<file path="src/rtl/mod_step_counter.sv">
// Up/down counter with programmable inclusive limit, variable step and
// wrap / saturate / one-shot boundary handling with a registered terminal-count pulse.
module mod_step_counter #(
  parameter int WIDTH  = 8,
  parameter int STEP_W = 4
) (
  input  logic              clk,
  input  logic              rst,
  input  logic              clr,
  input  logic              load,
  input  logic [WIDTH-1:0]  load_val,
  input  logic              en,
  input  logic              up_down,
  input  logic [STEP_W-1:0] step,
  input  logic [WIDTH-1:0]  limit,
  input  logic [1:0]        mode,
  output logic [WIDTH-1:0]  count,
  output logic              tc,
  output logic              done,
  output logic              at_limit,
  output logic              at_zero
);

  // One bit wider than the widest operand so the up-sum never truncates.
  localparam int AW = ((STEP_W > WIDTH) ? STEP_W : WIDTH) + 1;

  typedef enum logic {
    ST_RUN  = 1'b0,
    ST_DONE = 1'b1
  } state_t;

  state_t           state, state_nxt;
  logic [WIDTH-1:0] count_nxt;
  logic             tc_nxt;

  logic [AW-1:0]    count_x, step_x, limit_x, sum;
  logic [WIDTH-1:0] diff;
  logic             step_nz, overflow, underflow, boundary;

  assign count_x   = {{(AW-WIDTH){1'b0}}, count};
  assign step_x    = {{(AW-STEP_W){1'b0}}, step};
  assign limit_x   = {{(AW-WIDTH){1'b0}}, limit};
  assign sum       = count_x + step_x;
  // Only consumed when step <= count, so the result fits in WIDTH bits.
  assign diff      = WIDTH'(count_x - step_x);
  assign step_nz   = (step != '0);
  assign overflow  = up_down && (sum > limit_x);
  assign underflow = !up_down && (step_x > count_x);
  assign boundary  = step_nz && (overflow || underflow);

  always_comb begin
    state_nxt = state;
    count_nxt = count;
    tc_nxt    = 1'b0;
    if (clr) begin
      count_nxt = '0;
      state_nxt = ST_RUN;
    end else if (load) begin
      count_nxt = (load_val > limit) ? limit : load_val;
      state_nxt = ST_RUN;
    end else if (en && (state == ST_RUN) && step_nz) begin
      if (boundary) begin
        tc_nxt = 1'b1;
        case (mode)
          2'b01: count_nxt = up_down ? limit : '0;
          2'b10: begin
            count_nxt = up_down ? limit : '0;
            state_nxt = ST_DONE;
          end
          default: count_nxt = up_down ? '0 : limit;
        endcase
      end else begin
        count_nxt = up_down ? sum[WIDTH-1:0] : diff;
      end
    end
  end

  always_ff @(posedge clk or posedge rst) begin
    if (rst) begin
      state <= ST_RUN;
      count <= '0;
      tc    <= 1'b0;
    end else begin
      state <= state_nxt;
      count <= count_nxt;
      tc    <= tc_nxt;
    end
  end

  // done doubles as the state observation point for the two-state FSM.
  assign done     = (state == ST_DONE);
  assign at_limit = (count == limit);
  assign at_zero  = (count == '0);

endmodule
</file>
<file path="config.mk">
export PLATFORM = sky130hd
export DESIGN_NAME = mod_step_counter
export DESIGN_NICKNAME = d
export VERILOG_FILES = /design/src/rtl/mod_step_counter.sv
export SDC_FILE = /design/constraint.sdc
export NUM_CORES = 1
export LEC_CHECK = 0
export CAP_MARGIN = 10
export CORE_MARGIN = 2
export CORE_UTILIZATION = 45
export DETAILED_ROUTE_END_ITERATION = 6
export GPL_TIMING_DRIVEN = 0
export PLACE_DENSITY = 0.72
export SLEW_MARGIN = 20
export SYNTH_ARGS = -nofsm -noshare
export SYNTH_HDL_FRONTEND = slang
export SYNTH_SLANG_ARGS = --single-unit
</file>
<file path="constraint.sdc">
create_clock -name clk -period 4.2 [get_ports clk]
set_input_delay 0.84 -clock clk [delete_from_list [all_inputs] [get_ports clk]]
set_output_delay 0.84 -clock clk [all_outputs]
set_load 0.03 [all_outputs]
</file>
==> metrics <==
status=finished clean; dpl hpwl=4230 um; share of synthesized registers carrying an async set or reset=100%; sequential element share of the synthesized area=13.4%; I/O pin total=40; fillers=378; fin cells=324; Total GRT Usage=24.5%; syn avg cell area=8.05 um^2; TritonCTS clock tree=done; Root Buffer Master=clkbuf_8; dpl cell area=2300 um^2; Slew @ Worst Pin=0.715 ns; I/O Buffers=37; Pre-antenna DRT Iters=4; clock-pin slew on the worst setup and hold paths=0.05 ns; setup TNS=0 ns; Post-CTS Hold Buffers=0; Max-slew headroom=52.2%; Switching Fraction=44.5%; Setup crit end kind=flop; vias in the first global route=1817; layout net count=331; Die Span Y=68.4 um; Placed Cells=319; final-report setup violation count=0; syn nets=287; diode count=0; via count=1870; global-route wire length before repair=8500 um; Seq cells post-synth=10; highest clock rate=258 MHz; Combinational Power Share=65.5%; Tcrit/Tclk final=92.3%; Routability Congestion=0.920; unrepaired setup endpoints after global routing=no; Residual DRC=0; top cells by count, synth=ha_1 (25), inv_1 (20), a21oi_1 (16), xnor2_1 (16), nor2_1 (15); Reg-to-Reg Start=count[1]$_DFFE_PP0P_; power per cell area=277 nW/um^2; Area growth, synth to finish=27.7%; max_cap viols=0; CP startpoint=step[1]; mean routed wirelength per cell=16.2 um; H-tree Lvls=1; Hold WC Path Type=reg -> reg; Final Max Tran Viols=0; CTS Buffer Depth=2; initial antenna violation count=0; Worst-Skew Late Latency=0.24 ns; Max VDD drop=118 uV; Num CTS Buffers=3; CP Data Required Time=4.36 ns; final-report hold violation count=0; clk_skew=0.00260 ns; post-DR vias/cell=5.77; Routed Antenna Nets=0; kind of critical path=in -> reg; GRT overflow=0; fin area=2380 um^2; Core ar.=4000 um^2; row count=23; share of cells above drive strength 1=12.4%; clock share of power=15.5%; P_leak=1.06 nW; cell taking the most area after synthesis=ha_1; Starting DRT DRC Count=155; Initial Util=46.7%; Post-Syn Instances=232; EDFF count, synth=0; Switch Pwr=0.295 mW; Die W=68.4 um; synthesized area=1870 um^2; Worst Path Arrival=4.04 ns; Hold Crit Start=done$_DFFE_PP0P_; top-count cell post-synth=ha_1; Worst Setup Start Kind=primary input; final WL=5250 um; Synth Flop Type=dfrtp_1; # clock sinks=10; ranking of synthesized cells by area=ha_1 (17%), dfrtp_1 (13%), xnor2_1 (7.5%); pin count of the biggest net entering global routing=11; Internal=0.367 mW; Die ar.=4680 um^2; post-synth top area share=16.7%; synth unique cells=59; Yosys warning total=0; Max Fanout on Critical Path=10; min cycle time layout=3.88 ns; Layout Utilization=59.6%; post-route total power=0.662 mW; sequential share of power=19.0%; r2r setup slk=0.57 ns
worst max-delay path, stage by stage:
cell and delay [ns]:
clkbuf_2 0.15, inv_1 0.10, ha_1 0.31, inv_1 0.06
a21oi_1 0.12, o41ai_4 0.36, nand3_1 0.13, xnor2_1 0.17
ha_1 0.22, nor4_1 0.26, o21ai_1 0.10, o221a_1 0.26
a311oi_4 0.32, nor2_2 0.10, buf_6 0.17, or2_0 0.20
a31oi_1 0.17
per-stage QoR:
stage | setup slack [ns] | hold WS, ns
floorplan | 0.412 | 0.680
global placement | -0.543 | 0.589
detailed placement | -0.598 | 0.635
CTS | 0.00450 | 0.646
global route | 0.0902 | 0.679
finish | 0.325 | 0.647
logic make-up (layout without fill, tap and decap cells):
logic type      after synthesis  count (layout)  synth area share [%]
mux                           9               9                  5.16
fa+ha+maj                    27              27                  18.9
flops                        10              10                  13.4
xor+xnor                     19              19                  8.91
buf+inv                      34              76                  8.91
compound gates               62              62                  24.2
simple gates                 71              71                  20.6
timing repair:
item | 4_1_cts | 5_1_grt
gates resized for setup | 5 | 8
setup buffers | 2 | 0
pin swaps | 3 | 3
endpoints found under the setup margin | 10 | 10
final cells by class:
| type | instances | area (um^2) | area share [%] |
|---|---|---|---|
| multi-input cells | 188 | 1470 | 61.8 |
| repair buffers | 39 | 388 | 16.3 |
| flip-flops and latches | 10 | 250 | 10.5 |
| plain buffers | 13 | 90.1 | 3.78 |
| inverters | 21 | 78.8 | 3.31 |
| well taps | 50 | 62.6 | 2.62 |
| clock buffers | 3 | 41.3 | 1.73 |
sequential cells by signal, summed over array words and instances (netlist names):
name	flops
count	8
done	1
tc	1
placed cells by master, fill, tap and decap left out, types with 2 or more instances in the layout:
cell	instances
clkdlybuf4s50_1	33
ha_1	24
inv_1	20
a21oi_1	16
xnor2_1	16
nor2_1	15
nand2_1	13
o21ai_0	11
dfrtp_1	10
nor3_1	8
nand4_1	7
nand3_1	6
clkbuf_1	5
clkbuf_8	5
mux2_2	5
buf_4	4
mux2i_1	4
o21ai_1	3
xor2_1	3
nor2b_1	3
a31oi_1	3
o21a_1	3
dlymetal6s2s_1	3
a2bb2oi_1	2
nand2b_1	2
nor4_1	2
buf_2	2
or2_2	2
o31a_1	2
o311ai_0	2
a221oi_1	2
a22oi_1	2
and3_1	2
layer usage:
metal | up-vias | global-route usage (%) | wire, um
li1 | 926 | - | -
met1 | 859 | 30.0 | 2140
met2 | 78 | 43.1 | 2610
met3 | 7 | 4.11 | 418
met4 | 0 | 8.00 | 80
met5 | - | 0 | 0
path summary, 6_finish.rpt:
path	endpoint	cells past startpoint
min reg2reg	done$_DFFE_PP0P_	2
max	count[0]$_DFFE_PP0P_	17
min in group asynchronous	count[2]$_DFFE_PP0P_	2
max reg2reg	count[0]$_DFFE_PP0P_	15
max in group asynchronous	count[4]$_DFFE_PP0P_	2
min	done$_DFFE_PP0P_	2
power by group through the flow:
stage	Sequential [mW]	Combinational, mW	Clock, mW
3_3_place_gp	0.127	0.414	0
3_5_place_dp	0.127	0.420	0
2_1_floorplan	0.144	0.276	0
5_1_grt	0.128	0.476	0.107
4_1_cts	0.125	0.429	0.102
6_report	0.126	0.433	0.102
Note: power is estimated with default switching activity, not from simulation.
